`src/rtl/demux21_pkg.sv`:
```
// Shared types and constants for the demux21_stream 1:2 stream splitter.
package demux21_pkg;

    typedef enum logic {
        RR_CH0 = 1'b0,
        RR_CH1 = 1'b1
    } rrState_e;

    localparam int CH_DEPTH = 2;
    localparam int CNT_W    = 2;

    // Internal state exposed for observation: round-robin pointer and channel occupancy.
    typedef struct packed {
        rrState_e         rrState;
        logic [CNT_W-1:0] count0;
        logic [CNT_W-1:0] count1;
    } dbg_t;

    function automatic rrState_e rrToggle(input rrState_e s);
        return (s == RR_CH0) ? RR_CH1 : RR_CH0;
    endfunction

endpackage

```
`src/rtl/demux21_fifo2.sv`:
```
// Two-entry valid/ready FIFO: push/pop strobes, full/empty flags, occupancy count
// and a registered head word (zero while empty).
module demux21_fifo2
    import demux21_pkg::*;
#(
    parameter int WIDTH = 2
) (
    input  logic             clk,
    input  logic             rstN,
    input  logic             push,
    input  logic [WIDTH-1:0] pushData,
    input  logic             pop,
    output logic             full,
    output logic             empty,
    output logic [CNT_W-1:0] count,
    output logic [WIDTH-1:0] headData
);

    logic [WIDTH-1:0] mem [CH_DEPTH];
    logic             wrPtr;
    logic             rdPtr;
    logic             pushEn;
    logic             popEn;

    assign full   = (count == CNT_W'(CH_DEPTH));
    assign empty  = (count == '0);
    assign pushEn = push && !full;
    assign popEn  = pop && !empty;

    // Head is forced to zero while empty so a drained channel shows no stale word.
    assign headData = empty ? '0 : mem[rdPtr];

    always_ff @(posedge clk or negedge rstN) begin
        if (!rstN) begin
            for (int i = 0; i < CH_DEPTH; i++) begin
                mem[i] <= '0;
            end
            wrPtr <= 1'b0;
            rdPtr <= 1'b0;
            count <= '0;
        end else begin
            if (pushEn) begin
                mem[wrPtr] <= pushData;
                wrPtr      <= ~wrPtr;
            end
            if (popEn) begin
                rdPtr <= ~rdPtr;
            end
            count <= count + CNT_W'(pushEn) - CNT_W'(popEn);
        end
    end

endmodule

```
`src/rtl/demux21_stream.sv`:
```
// Splits one valid/ready stream into two buffered channels, routed by in_sel or a
// round-robin pointer (in_auto). Define DEMUX21_STATS_EN for per-channel pop counters.
module demux21_stream
    import demux21_pkg::*;
#(
    parameter int WIDTH = 2
) (
    input  logic             CLK,
    input  logic             Reset_L,
    input  logic             in_valid,
    output logic             in_ready,
    input  logic [WIDTH-1:0] in_data,
    input  logic             in_sel,
    input  logic             in_auto,
    output logic             out0_valid,
    input  logic             out0_ready,
    output logic [WIDTH-1:0] out0_data,
    output logic             out1_valid,
    input  logic             out1_ready,
    output logic [WIDTH-1:0] out1_data,
`ifdef DEMUX21_STATS_EN
    input  logic             stats_clr,
    output logic [7:0]       cnt0,
    output logic [7:0]       cnt1,
`endif
    output dbg_t             dbg
);

    rrState_e         rrState;
    rrState_e         rrNext;
    logic             tgt;
    logic             accept;
    logic             full0;
    logic             full1;
    logic             empty0;
    logic             empty1;
    logic [CNT_W-1:0] count0;
    logic [CNT_W-1:0] count1;
    logic             pop0;
    logic             pop1;

    assign tgt        = in_auto ? logic'(rrState) : in_sel;
    // Readiness depends only on registered occupancy, never on the consumers.
    assign in_ready   = tgt ? !full1 : !full0;
    assign accept     = in_valid && in_ready;
    assign out0_valid = !empty0;
    assign out1_valid = !empty1;
    assign pop0       = out0_valid && out0_ready;
    assign pop1       = out1_valid && out1_ready;

    demux21_fifo2 #(.WIDTH(WIDTH)) u_fifo0 (
        .clk      (CLK),
        .rstN     (Reset_L),
        .push     (accept && !tgt),
        .pushData (in_data),
        .pop      (pop0),
        .full     (full0),
        .empty    (empty0),
        .count    (count0),
        .headData (out0_data)
    );

    demux21_fifo2 #(.WIDTH(WIDTH)) u_fifo1 (
        .clk      (CLK),
        .rstN     (Reset_L),
        .push     (accept && tgt),
        .pushData (in_data),
        .pop      (pop1),
        .full     (full1),
        .empty    (empty1),
        .count    (count1),
        .headData (out1_data)
    );

    always_ff @(posedge CLK or negedge Reset_L) begin
        if (!Reset_L) begin
            rrState <= RR_CH0;
        end else begin
            rrState <= rrNext;
        end
    end

    // Advance only on an accepted word in auto mode; a full target stalls the pointer.
    always_comb begin
        rrNext = rrState;
        if (accept && in_auto) begin
            rrNext = rrToggle(rrState);
        end
    end

    assign dbg = '{rrState: rrState, count0: count0, count1: count1};

`ifdef DEMUX21_STATS_EN
    always_ff @(posedge CLK or negedge Reset_L) begin
        if (!Reset_L) begin
            cnt0 <= '0;
            cnt1 <= '0;
        end else if (stats_clr) begin
            cnt0 <= '0;
            cnt1 <= '0;
        end else begin
            if (pop0 && (cnt0 != 8'hFF)) cnt0 <= cnt0 + 8'd1;
            if (pop1 && (cnt1 != 8'hFF)) cnt1 <= cnt1 + 8'd1;
        end
    end
`endif

endmodule

```
`config.mk`:
```
export PLATFORM = sky130hd
export DESIGN_NAME = demux21_stream
export DESIGN_NICKNAME = d
export VERILOG_FILES = /design/src/rtl/demux21_pkg.sv /design/src/rtl/demux21_fifo2.sv /design/src/rtl/demux21_stream.sv
export SDC_FILE = /design/constraint.sdc
export NUM_CORES = 1
export LEC_CHECK = 0
export ABC_CLOCK_PERIOD_IN_PS = 5000
export CORE_MARGIN = 4
export CORE_UTILIZATION = 48
export DETAILED_ROUTE_END_ITERATION = 10
export PLACE_DENSITY = 0.81
export RECOVER_POWER = 25
export SLEW_MARGIN = 20
export SYNTH_ARGS = -nofsm -noshare
export SYNTH_HDL_FRONTEND = slang
export SYNTH_SLANG_ARGS = --single-unit
```
`constraint.sdc`:
```
create_clock -name CLK -period 5 [get_ports CLK]
set_clock_uncertainty 0.05 [all_clocks]
set_input_delay 0.5 -clock CLK [delete_from_list [all_inputs] [get_ports CLK]]
set_output_delay 0.5 -clock CLK [all_outputs]
set_load 0.05 [all_outputs]
```
# After elaboration in Yosys (flattened, before gate mapping)
# Cells that the tools add are included.
dict set report totals {
  ff_bits 17
}
dict set report classes {
  magnitude_cmp 6
  muxes 17
  addsub 4
  eq_ne 2
  n_reduce_logical 19
  bitwise 8
}
# op count
set ops {}
lappend ops {{two-way mux 2 bit} 10}
lappend ops {{logical AND 1 bit} 12}
lappend ops {{bitwise mux 4 bit} 2}
lappend ops {{>= comparator 2 bit, second input constant} 4}
lappend ops {{NOT 1 -> 2 bit} 4}
lappend ops {{logical NOT 1 bit} 5}
lappend ops {{adder 2 x 1 -> 2 bit} 2}
lappend ops {{demux 2 bit (select 1 bit)} 2}
lappend ops {{== test 2 bit, second input constant} 2}
lappend ops {{logical NOT 2 bit} 2}
lappend ops {{less-than comparator 2 x 1 -> 1 bit, second input constant} 2}
lappend ops {{NOT 1 bit} 4}
lappend ops {{subtractor 2 x 1 -> 2 bit} 2}
lappend ops {{two-way mux 1 bit} 3}

# Logic depth before layout (Yosys ltp)
# Gate-level depths: netlist (run 1).
dict set report depth {
  depth_word 8
  mapped_depth 5
  ltp_nobuf 5
}

# Modules after synthesis
# Synthesis (run 1) repeated with hierarchy kept, for this count alone.
dict set report hier_totals {
  cells_unflattened 73
  hier_area_um2 898.4
}
# mod area_each_um2 cells_per_inst n_inst
set modules_own_cells {}
lappend modules_own_cells {demux21_fifo2 391.6 30 2}
lappend modules_own_cells {demux21_stream 115.1 13 1}

# Worst setup path before layout (run 1)
# No wires, ideal clock.
dict set report synth_path {
  path_type {in2out}
  from {input in_auto}
  to {output in_ready}
  setup_slack_ns 2.659
  arrival_time_ns 1.791
  cell_stages 3
  cell_sequence {mux2i_2 nor2_1 a31oi_1}
}
dict set report synth_between {
  elab_chain_cells 2
}
# item line
set synth_lines {}
lappend synth_lines {{start, declared} demux21_stream.sv:14} ;# input logic in_auto,
lappend synth_lines {{two-way mux 1 bit} demux21_stream.sv:42} ;# assign tgt = in_auto ? logic'(rrState) : in_sel;
lappend synth_lines {{two-way mux 1 bit} demux21_stream.sv:44} ;# assign in_ready = tgt ? !full1 : !full0;
lappend synth_lines {{end, declared} demux21_stream.sv:11} ;# output logic in_ready,
# Every way passes these cells.

# Worst setup path after layout (run 1)
# Same ends and word-level chain as after synthesis.

==> results of run 1 <==
[registers in the layout, summed over array words and instances, names as in the netlist]
name	flops
rrState	1
u_fifo1.count	2
u_fifo0.wrPtr	1
u_fifo0.mem	4
u_fifo1.mem	4
u_fifo1.wrPtr	1
u_fifo0.count	2
u_fifo1.rdPtr	1
u_fifo0.rdPtr	1
[per-stage QoR]
| step | area (sq um) | util (%) | instances | hold slack [ns] | setup slack, ns |
|---|---|---|---|---|---|
| final | 1100 | 64.7 | 119 | 0.450 | 1.84 |
| after floorplan | 857 | - | 72 | 0.154 | 2.66 |
| after detailed placement | 1080 | 63.1 | 115 | 0.433 | 1.85 |
| after global placement | 1080 | 63.1 | 115 | 0.425 | 1.91 |
| after global routing | 1100 | 64.7 | 119 | 0.479 | 1.75 |
| after CTS | 1100 | 64.7 | 119 | 0.452 | 1.85 |
[kinds of logic (layout without fill, tap and decap cells)]
| kind of cell | Yosys count | in the layout | share of synthesized area (%) |
|---|---|---|---|
| xor+xnor | 10 | 10 | 10.2 |
| flops | 17 | 17 | 49.6 |
| mux | 13 | 13 | 16.8 |
| compound gates | 3 | 3 | 2.48 |
| fa+ha+maj | 2 | 2 | 2.92 |
| buf+inv | 6 | 28 | 3.07 |
| simple gates | 21 | 21 | 14.9 |
[worst max-delay path, stage by stage]
cell	delay, ns
clkdlybuf4s50_1	0.53
mux2i_2	0.50
nor2_1	0.10
a31oi_1	0.15
clkdlybuf4s50_1	0.82
[worst min-delay path by stage]
stage                                    startpoint                        end  cells after the start
after CTS                 u_fifo0.wrPtr$_DFFE_PN0P_  u_fifo0.wrPtr$_DFFE_PN0P_                      1
after global routing      u_fifo0.wrPtr$_DFFE_PN0P_  u_fifo0.wrPtr$_DFFE_PN0P_                      1
after floorplan                             Reset_L        rrState$_DFFE_PN0P_                      0
after detailed placement  u_fifo0.wrPtr$_DFFE_PN0P_  u_fifo0.wrPtr$_DFFE_PN0P_                      1
final                     u_fifo0.wrPtr$_DFFE_PN0P_  u_fifo0.wrPtr$_DFFE_PN0P_                      1
after global placement    u_fifo0.wrPtr$_DFFE_PN0P_  u_fifo0.wrPtr$_DFFE_PN0P_                      1
[per-layer routing]
layer | wire length [um] | up-vias | share of wire [%]
met1 | 681 | 281 | 47
met2 | 654 | 14 | 45
li1 | - | 293 | -
met4 | 38 | 0 | 2.6
met5 | 0 | - | 0
met3 | 69 | 5 | 4.8
[synthesized netlist by cell type]
| library cell | instances |
|---|---|
| nand4_1 | 1 |
| dfrtp_1 | 17 |
| or4b_1 | 1 |
| xor2_1 | 6 |
| mux2i_1 | 4 |
| a31oi_1 | 2 |
| xnor2_1 | 4 |
| nor2_1 | 7 |
| nand3_1 | 1 |
| buf_4 | 1 |
| nor3_1 | 1 |
| nand4b_1 | 2 |
| nand2b_1 | 2 |
| a41oi_1 | 1 |
| inv_1 | 4 |
| nand2_1 | 1 |
| nor2b_1 | 3 |
| mux2i_2 | 1 |
| nor4b_2 | 1 |
| ha_1 | 2 |
| mux2_2 | 8 |
| nand3b_1 | 1 |
| clkbuf_1 | 1 |
[cell type report]
| class | count | area [sq um] | area share, % |
|---|---|---|---|
| Inverter | 4 | 15.0 | 1.36 |
| Multi-Input combinational cell | 49 | 405 | 36.7 |
| Clock inverter | 1 | 5.00 | 0.453 |
| Sequential cell | 17 | 425 | 38.5 |
| Clock buffer | 3 | 22.5 | 2.04 |
| Timing Repair Buffer | 20 | 200 | 18.1 |
| Tap cell | 25 | 31.3 | 2.83 |
==> results.md, run 1 <==
* Status: completed
* Total I/O pin count at 21
* Reg2reg setup slack at 3.08 ns
* Post-CTS Hold Buffers at 0
* Sequential area share after synthesis at 49.6%
* Post-CTS setup buffers at 0
* TritonCTS buffer count at 3
* Clk buf depth at 2
* Setup TNS at 0 ns
* Post-Syn Area at 857 sq um
* Grt met1 use at 17.1%
* Via count at 593
* Root Buffer: clkbuf_4
* Grt ovf at 0
* Skew-Pair Late Insertion Delay at 0.29 ns
* Routability cong. at 0.742
* Overall Global Routing Usage at 13.5%
* Largest net degree at the start of global routing at 18
* Die height at 50.3 um
* M3 GR Usage at 4.15%
* Critical path startpoint: in_auto
* Path type of the worst min-delay path: register to register
* Vias in the first global route at 628
* Fin. Hold Viols at 0
* Worst-Margin Slew at 0.742 ns
* Worst reg2reg startpoint: u_fifo1.count[1]$_DFF_PN0_
* Drt total wl at 1.44 mm
* Worst setup SP type: input pin
* Clock H-tree levels at 1
* Mapped Cells at 72
* YS warnings at 0
* Worst-path clk slew at 0.10 ns
* Fin nets at 106
* Die area at 0.00253 sq mm
* GR peak layer: met2
* Layout filler cell count at 135
* Kind of critical path: input pin to output pin
* Vias per inst at 4.98
* Max Clk Rate at 317 MHz
* Unrepaired setup endpoints after global routing: false
* Relative slew margins at 50.4%
* Final worst path period need at 3.16 ns
* Worst EP arrival at 2.61 ns
* Post-DR wirelength/cell at 12.1 um
* CP Data Required Time at 4.45 ns
* Final Max Tran Viols at 0
* Most frequent cells in the layout: clkdlybuf4s50_1, dfrtp_1, mux2_2, nor2_1, xor2_1
* Core box area at 0.00171 sq mm
* DP Wirelength at 1.12 mm
* Initial antenna violation count at 0
* Met2 usage in global routing at 20.7%
* Period Utilization, post-route at 63.1%
* # rows at 15
* FF+latch count, synth at 17
* Port bufs at 20
* Area growth syn-to-layout at 28.9%
* Area share of the largest cell type after synthesis at 49.6%
* Die X at 50.3 um
* Remaining DRCs at 0
* Crit-path max FO at 10
* Distinct cell type count after synthesis at 23
* Wire length of the first global-routing pass at 2.61 mm
* Post-synth top area cell: dfrtp_1
* CP Capture Point: in_ready
* First drt pass iteration count at 4
* Diode count at 0
* Antenna Nets Post-Route at 0
* Resized cells post-CTS at 0
* Leading cell type in the layout, fill and taps excluded: clkdlybuf4s50_1
* Reg2reg path depth at 5
* Worst reg2reg path endpoint: u_fifo1.count[1]$_DFF_PN0_
* Net Count, Synth at 83
* Initial Util at 50.2%
* Drt initial violations at 6
* Share of layout cells above drive strength 1 at 14.9%
* Max Cap Viol at 0
* Setup violations, final at 0
* CTS tree: done
* Top cells by area, synth: dfrtp_1, mux2_2, xor2_1, mux2i_1, xnor2_1
* Avg Synthesized Cell Area at 11.9 sq um
* Clock Sinks at 17
* Worst setup EP type: output pin
Power of run 1 is left out: the tool's default activity adds up to more than one toggle a clock period on the data nets, which glitch-free logic cannot reach.
==> run 2, diff against run 1 <==
--- a/config.mk
+++ b/config.mk
@@ -5,11 +5,11 @@
 export SDC_FILE = /design/constraint.sdc
 export NUM_CORES = 1
 export LEC_CHECK = 0
-export ABC_CLOCK_PERIOD_IN_PS = 5000
+export ABC_CLOCK_PERIOD_IN_PS = 3100
 export CORE_MARGIN = 4
-export CORE_UTILIZATION = 48
+export CORE_UTILIZATION = 47
 export DETAILED_ROUTE_END_ITERATION = 10
-export PLACE_DENSITY = 0.81
+export PLACE_DENSITY = 0.8
 export RECOVER_POWER = 25
 export SLEW_MARGIN = 20
 export SYNTH_ARGS = -nofsm -noshare
==> constraint.sdc (replaced) <==
create_clock -name CLK -period 3.1 [get_ports CLK]
set_clock_uncertainty 0.05 [all_clocks]
set_input_delay 0.31 -clock CLK [delete_from_list [all_inputs] [get_ports CLK]]
set_output_delay 0.31 -clock CLK [all_outputs]
set_load 0.05 [all_outputs]
==> results.md, run 2 (synthesis gave the netlist of run 1 again) <==
* Final worst path period need at 2.78 ns
* Area growth syn-to-layout at 28.9%
* Worst-path clk slew at 0.10 ns
* Worst EP arrival at 2.42 ns
* Crit-path max FO at 10
* Setup TNS at 0 ns
* CTS tree: done
* Worst setup SP type: input pin
* CP Data Required Time at 2.74 ns
* Fin nets at 106
* Post-CTS Hold Buffers at 0
* First drt pass iteration count at 2
* # rows at 15
* Leading cell type in the layout, fill and taps excluded: clkdlybuf4s50_1
* Root Buffer: clkbuf_4
* Relative slew margins at 49.0%
* Drt initial violations at 5
* Vias per inst at 5.11
* Skew-Pair Late Insertion Delay at 0.30 ns
* TritonCTS buffer count at 3
* Overall Global Routing Usage at 14.2%
* Antenna Nets Post-Route at 0
* Diode count at 0
* Routability cong. at 0.759
* Wire length of the first global-routing pass at 2.65 mm
* Die X at 50.7 um
* Placed standard-cell area at 0.00108 sq mm
* Worst-Margin Slew at 0.762 ns
* Remaining DRCs at 0
* Core box area at 0.00173 sq mm
* Vias in the first global route at 634
* Path type of the worst min-delay path: input pin to asynchronous set/reset pin
* Layout filler cell count at 153
* Initial Util at 49.6%
* Kind of critical path: input pin to output pin
* Setup violations, final at 0
* Largest registers: u_fifo0.mem x4, u_fifo1.mem x4
* Unrepaired setup endpoints after global routing: false
* Max Cap Viol at 0
* Period Utilization, post-route at 89.5%
* Die height at 50.7 um
* Share of layout cells above drive strength 1 at 14.9%
* Port bufs at 20
* Fin. Hold Viols at 0
* Resized cells post-CTS at 0
* Post-CTS setup buffers at 0
* Clk buf depth at 2
* Via count at 608
* Worst setup EP type: output pin
* Status: completed
* Post-route cell area at 0.00110 sq mm
* Total I/O pin count at 21
* Max Clk Rate at 360 MHz
* Die area at 0.00257 sq mm
* DP Wirelength at 1.18 mm
* Clock Sinks at 17
* Drt total wl at 1.52 mm
* Most frequent cells in the layout: clkdlybuf4s50_1, dfrtp_1, mux2_2, nor2_1, xor2_1
* Initial antenna violation count at 0
* Grt ovf at 0
* Final Max Tran Viols at 0
* Post-DR wirelength/cell at 12.8 um
* Largest net degree at the start of global routing at 18
* Clock H-tree levels at 1
-- run 2: cell counts in the layout (fill, tap and decap cells not counted) --
Identical to the previous run, type by type.
-- run 2: through the flow --
step | hold slack, ns | setup slack [ns] | utilization (%) | std cells
final | 0.455 | 0.325 | 64.0 | 119
after global placement | 0.426 | 0.388 | 62.4 | 115
after global routing | 0.473 | 0.181 | 64.0 | 119
after floorplan | -0.0356 | 0.999 | - | 72
after detailed placement | 0.440 | 0.325 | 62.4 | 115
after CTS | 0.410 | 0.316 | 64.0 | 119
-- run 2: path summary, 6_finish.rpt --
check | startpoint | endpoint | slack [ns] | cells past startpoint
setup / recovery | in_auto | in_ready | 0.32 | 5
hold / removal | Reset_L | rrState$_DFFE_PN0P_ | 0.46 | 1
setup reg to reg | u_fifo1.count[1]$_DFF_PN0_ | u_fifo1.count[1]$_DFF_PN0_ | 1.15 | 5
hold reg to reg | u_fifo0.wrPtr$_DFFE_PN0P_ | u_fifo0.wrPtr$_DFFE_PN0P_ | 0.46 | 1
max in group asynchronous | Reset_L | u_fifo0.mem[2]$_DFFE_PN0P_ | 2.06 | 1
min in group CLK | u_fifo0.wrPtr$_DFFE_PN0P_ | u_fifo0.wrPtr$_DFFE_PN0P_ | 0.46 | 1
-- run 2: metal layers --
metal	up-vias	GRT usage (%)	wire length, um
li1	294	-	-
met1	295	16.7	673
met2	14	22.6	725
met3	5	3.86	75
met4	0	9.42	48
met5	-	0	0
-- run 2: cell type report --
class | instances | area [sq um] | share of cell area [%]
clock buffer | 3 | 22.5 | 2.04
clock inverter | 1 | 5.00 | 0.453
tap | 25 | 31.3 | 2.83
sequential | 17 | 425 | 38.5
inverter | 4 | 15.0 | 1.36
multi-input combinational | 49 | 405 | 36.7
timing repair buffer | 20 | 200 | 18.1
-- run 2: critical path: stages --
cell and delay (ns):
clkdlybuf4s50_1 0.53, mux2i_2 0.49, nor2_1 0.10, a31oi_1 0.16
clkdlybuf4s50_1 0.82
Power of run 2 is left out for the same reason.
==> run 3, diff against run 2 <==
--- a/config.mk
+++ b/config.mk
@@ -7,9 +7,9 @@
 export LEC_CHECK = 0
 export ABC_CLOCK_PERIOD_IN_PS = 3100
 export CORE_MARGIN = 4
-export CORE_UTILIZATION = 47
+export CORE_UTILIZATION = 40
 export DETAILED_ROUTE_END_ITERATION = 10
-export PLACE_DENSITY = 0.8
+export PLACE_DENSITY = 0.7
 export RECOVER_POWER = 25
 export SLEW_MARGIN = 20
 export SYNTH_ARGS = -nofsm -noshare
==> results.md, run 3 (synthesis gave the netlist of run 1 again) <==
* Status: completed
* CP Data Required Time at 2.74 ns
* Max Cap Viol at 0
* Die area at 0.00295 sq mm
* Overall Global Routing Usage at 12.0%
* Cell mode on critical path: clkdlybuf4s50_1
* Worst setup EP type: output pin
* Clock Sinks at 17
* GR peak layer: met2
* Leading cell type in the layout, fill and taps excluded: clkdlybuf4s50_1
* Post-CTS Hold Buffers at 0
* Root Buffer: clkbuf_4
* Kind of critical path: input pin to output pin
* Clock H-tree levels at 1
* Unrepaired setup endpoints after global routing: false
* Period Utilization, post-route at 88.5%
* DP Wirelength at 1.19 mm
* Via count at 579
* Dpl ws at 0.353 ns
* Core box area at 0.00200 sq mm
* Slowest stage delay, CP at 0.82 ns
* Final Max Tran Viols at 0
* Grt met1 use at 14.7%
* Worst reg2reg path endpoint: u_fifo1.count[1]$_DFF_PN0_
* Critical path startpoint: in_auto
* Worst setup SP type: input pin
* Post-CTS setup buffers at 0
* Crit-path max FO at 10
* Setup TNS at 0 ns
* Fin nets at 106
* Initial Util at 42.8%
* Final worst path period need at 2.74 ns
* M3 GR Usage at 2.45%
* Vias per inst at 4.79
* Remaining DRCs at 0
* Fin. Hold Viols at 0
* Port bufs at 20
* Vias in the first global route at 603
* Relative slew margins at 48.2%
* Largest registers: u_fifo0.mem x4, u_fifo1.mem x4
* Worst EP arrival at 2.38 ns
* Share of layout cells above drive strength 1 at 13.8%
* Slack of the critical path at 0.355 ns
* Setup violations, final at 0
* Antenna Nets Post-Route at 0
* Utilization after layout at 55.3%
* Drt initial violations at 4
* Initial antenna violation count at 0
* Area growth syn-to-layout at 29.1%
* Critical-path cell list: clkdlybuf4s50_1 -> mux2i_2 -> nor2_1 -> a31oi_1 -> clkdlybuf4s50_1
* Hold path start: u_fifo0.wrPtr$_DFFE_PN0P_
* # rows at 16
* Path type of the worst min-delay path: register to register
* Worst-path clk slew at 0.09 ns
* CP Capture Point: in_ready
* Reg2reg setup slack at 1.16 ns
* Diode count at 0
* Max Clk Rate at 364 MHz
* Met2 usage in global routing at 19.7%
* Die X at 54.3 um
* CTS tree: done
* Worst reg2reg startpoint: u_fifo1.count[1]$_DFF_PN0_
* Slowest CP cell: clkdlybuf4s50_1
* Resized cells post-CTS at 0
* Wire length of the first global-routing pass at 2.53 mm
* Clk buf depth at 2
* First drt pass iteration count at 4
* Layout filler cell count at 174
* Grt ovf at 0
* Most frequent cells in the layout: clkdlybuf4s50_1, dfrtp_1, mux2_2, nor2_1, xor2_1
* Largest net degree at the start of global routing at 18
* Reg2reg path depth at 5
* Total I/O pin count at 21
* Worst-Margin Slew at 0.775 ns
* Die height at 54.3 um
* TritonCTS buffer count at 3
* Routability cong. at 0.619
* Hold WS at 0.447 ns
* Post-DR wirelength/cell at 12.7 um
* Skew-Pair Late Insertion Delay at 0.28 ns
* Drt total wl at 1.54 mm
## run 3: cell types whose count changed in the layout (fill, tap and decap cells not counted), sizes merged
cell    change
clkinv      -1
clkbuf      +1
## run 3: per-stage QoR
stage,instances,instance area [sq um]
global route,121,1110
detailed placement,117,1080
floorplan,72,857
global placement,117,1080
finish,121,1110
CTS,121,1110
## run 3: how the worst min path moves through the flow
stage | to | slack [ns] | cells past startpoint
3_5_place_dp | u_fifo0.wrPtr$_DFFE_PN0P_ | 0.43 | 1
3_3_place_gp | u_fifo0.wrPtr$_DFFE_PN0P_ | 0.42 | 1
2_1_floorplan | rrState$_DFFE_PN0P_ | -0.04 | 0
4_1_cts | rrState$_DFFE_PN0P_ | 0.45 | 1
6_report | u_fifo0.wrPtr$_DFFE_PN0P_ | 0.45 | 1
5_1_grt | u_fifo0.wrPtr$_DFFE_PN0P_ | 0.48 | 1
## run 3: area by class of cell
type	count	area [sq um]	area share [%]
multi-input cells	49	405	36.7
inverters	4	15.0	1.36
well taps	27	33.8	3.05
repair buffers	20	200	18.1
flip-flops and latches	17	425	38.5
clock buffers	4	26.3	2.38
## run 3: critical path, delay by kind of cell
| kind | cells | cell delay [ns] |
|---|---|---|
| AOI/OAI and AO/OA | 1 | 0.15 |
| buffers and inverters | 2 | 1.35 |
| muxes | 1 | 0.48 |
| and+or+nand+nor | 1 | 0.09 |
## run 3: per-layer routing
| metal | part of all wire (%) | vias to the layer above |
|---|---|---|
| li1 | - | 290 |
| met3 | 6.1 | 2 |
| met5 | 0 | - |
| met2 | 50 | 14 |
| met4 | 1.2 | 0 |
| met1 | 43 | 273 |
Power of run 3 is left out for the same reason.
==> edit (config.mk and constraints of run 2) <==
Add a define of `DEMUX21_STATS_EN`.
--- a/src/rtl/demux21_stream.sv
+++ b/src/rtl/demux21_stream.sv
@@ -1,4 +1,6 @@
 // Splits one valid/ready stream into two buffered channels, routed by in_sel or a
 // round-robin pointer (in_auto). Define DEMUX21_STATS_EN for per-channel pop counters.
+`define DEMUX21_STATS_EN
+
 module demux21_stream
     import demux21_pkg::*;
Interface: changed (added cnt0, cnt1 and stats_clr); port bits go from 21 to 38. The function was not compared with the original's and may differ.
==> edit against run 2 <==
The run now ends with capacitance limit, slew limit left; area after synthesis grew 94%; worst hold slack better by 7.4 ps; final area increased by 94%; worst setup slack better by 160 ps; non-clock buffer count is 18 higher; sequential cell count is 16 higher; die area is 77% higher; via count rose by 110%; fmax increased by 6.2%; wire length up 120%; critical endpoint unchanged.
==> edit: results <==
set metrics [dict create \
    grt.total_usage_pct 17.2 \
    wl_met3_um 224 \
    failed_checks "capacitance limit, slew limit" \
    drtPass1Iterations 4 \
    grt_first_pass_wirelength_mm 5.87 \
    m1WireLength_mm 1.45 \
    wl_per_cell_um 13.8 \
    grt_max_degree 34 \
    vias 1304 \
    ys_top_cells_by_count "dfrtp_1, nor2_1, mux2_2, xnor2_1, xor2_1" \
    synth_sequential_area_ratio_pct 49.5 \
    clock_latency_ps 350 \
    synth_cell_type_count 36 \
    nets 209 \
    dp_slack_ps 508 \
    met2_length_mm 1.62 \
    max_cap_viol_count 1 \
    largest_registers "cnt0 (8), cnt1 (8)" \
    final-max-slew-violation-count 34 \
    drive_gt1_share_pct 11.2 \
    cp.arrival_ps 2250 \
    syn-num-nets 167 \
    io_buffers 37 \
    gp_congestion 0.801 \
    cts-buffers-inserted 5 \
    min_path_type "flip-flop to flip-flop" \
    drt_iter0_drc 53 \
    critPathMaxFanout 5 \
    h-tree-depth 2 \
    dp_hpwl_mm 2.49 \
    status "complete, but fails checks" \
]
edit: critical path, cell delays in order:
cell             delay [ps]
clkdlybuf4s50_1         500
mux2i_1                 350
mux2_2                  390
clkdlybuf4s50_1         700
edit: power breakdown:
group,total [uW],leakage (uW),switching (uW),internal (uW)
combinational,1080,0.000455,659,421
sequential,697,0.000421,132,564
clock,250,0.0000234,162,87.5
edit: logic make-up (layout without fill, tap and decap cells):
group	after synthesis	in the layout	synth area share, %
muxes	16	16	10.3
AOI/OAI and AO/OA	21	21	9.31
DFF	33	33	49.5
xor gates and xnor gates	18	18	9.46
and+or+nand+nor	53	53	16.4
buffers and inverters	8	51	2.03
adders and majority gates	4	4	3.00
edit: final timing paths:
kind / startpoint / endpoint / slack [ps] / cells after the start
max in group asynchronous: Reset_L / rrState$_DFFE_PN0P_ / 1170 / 2
hold reg to reg: rrState$_DFFE_PN0P_ / rrState$_DFFE_PN0P_ / 460 / 1
min in group asynchronous: Reset_L / cnt1[5]$_DFFE_PN0P_ / 860 / 2
hold / removal: rrState$_DFFE_PN0P_ / rrState$_DFFE_PN0P_ / 460 / 1
setup / recovery: in_auto / in_ready / 490 / 4
setup reg to reg: cnt0[0]$_DFFE_PN0P_ / cnt0[5]$_DFFE_PN0P_ / 1230 / 5
edit: cell type report:
| class | instances | area [um2] | share of cell area, % |
|---|---|---|---|
| multi-input combinational | 112 | 807 | 37.7 |
| tap | 46 | 57.6 | 2.69 |
| clock inverter | 3 | 22.5 | 1.05 |
| inverter | 5 | 18.8 | 0.876 |
| sequential | 33 | 826 | 38.5 |
| timing repair buffer | 38 | 374 | 17.5 |
| clock buffer | 5 | 37.5 | 1.75 |
edit: layer usage:
metal	GRT usage (%)	vias up
li1	-	630
met1	21.1	637
met2	28.2	33
met3	4.33	4
met4	8.10	0
met5	0	-
edit: through the flow:
| step | std cells | hold slack, ps | instance area (um2) | power, uW |
|---|---|---|---|---|
| finish | 242 | 462 | 2140 | 2030 |
| global route | 242 | 495 | 2140 | 2150 |
| CTS | 242 | 302 | 2150 | 2050 |
| detailed placement | 234 | 448 | 2090 | 1790 |
| global placement | 234 | 433 | 2090 | 1760 |
| floorplan | 153 | -35.6 | 1670 | 1460 |
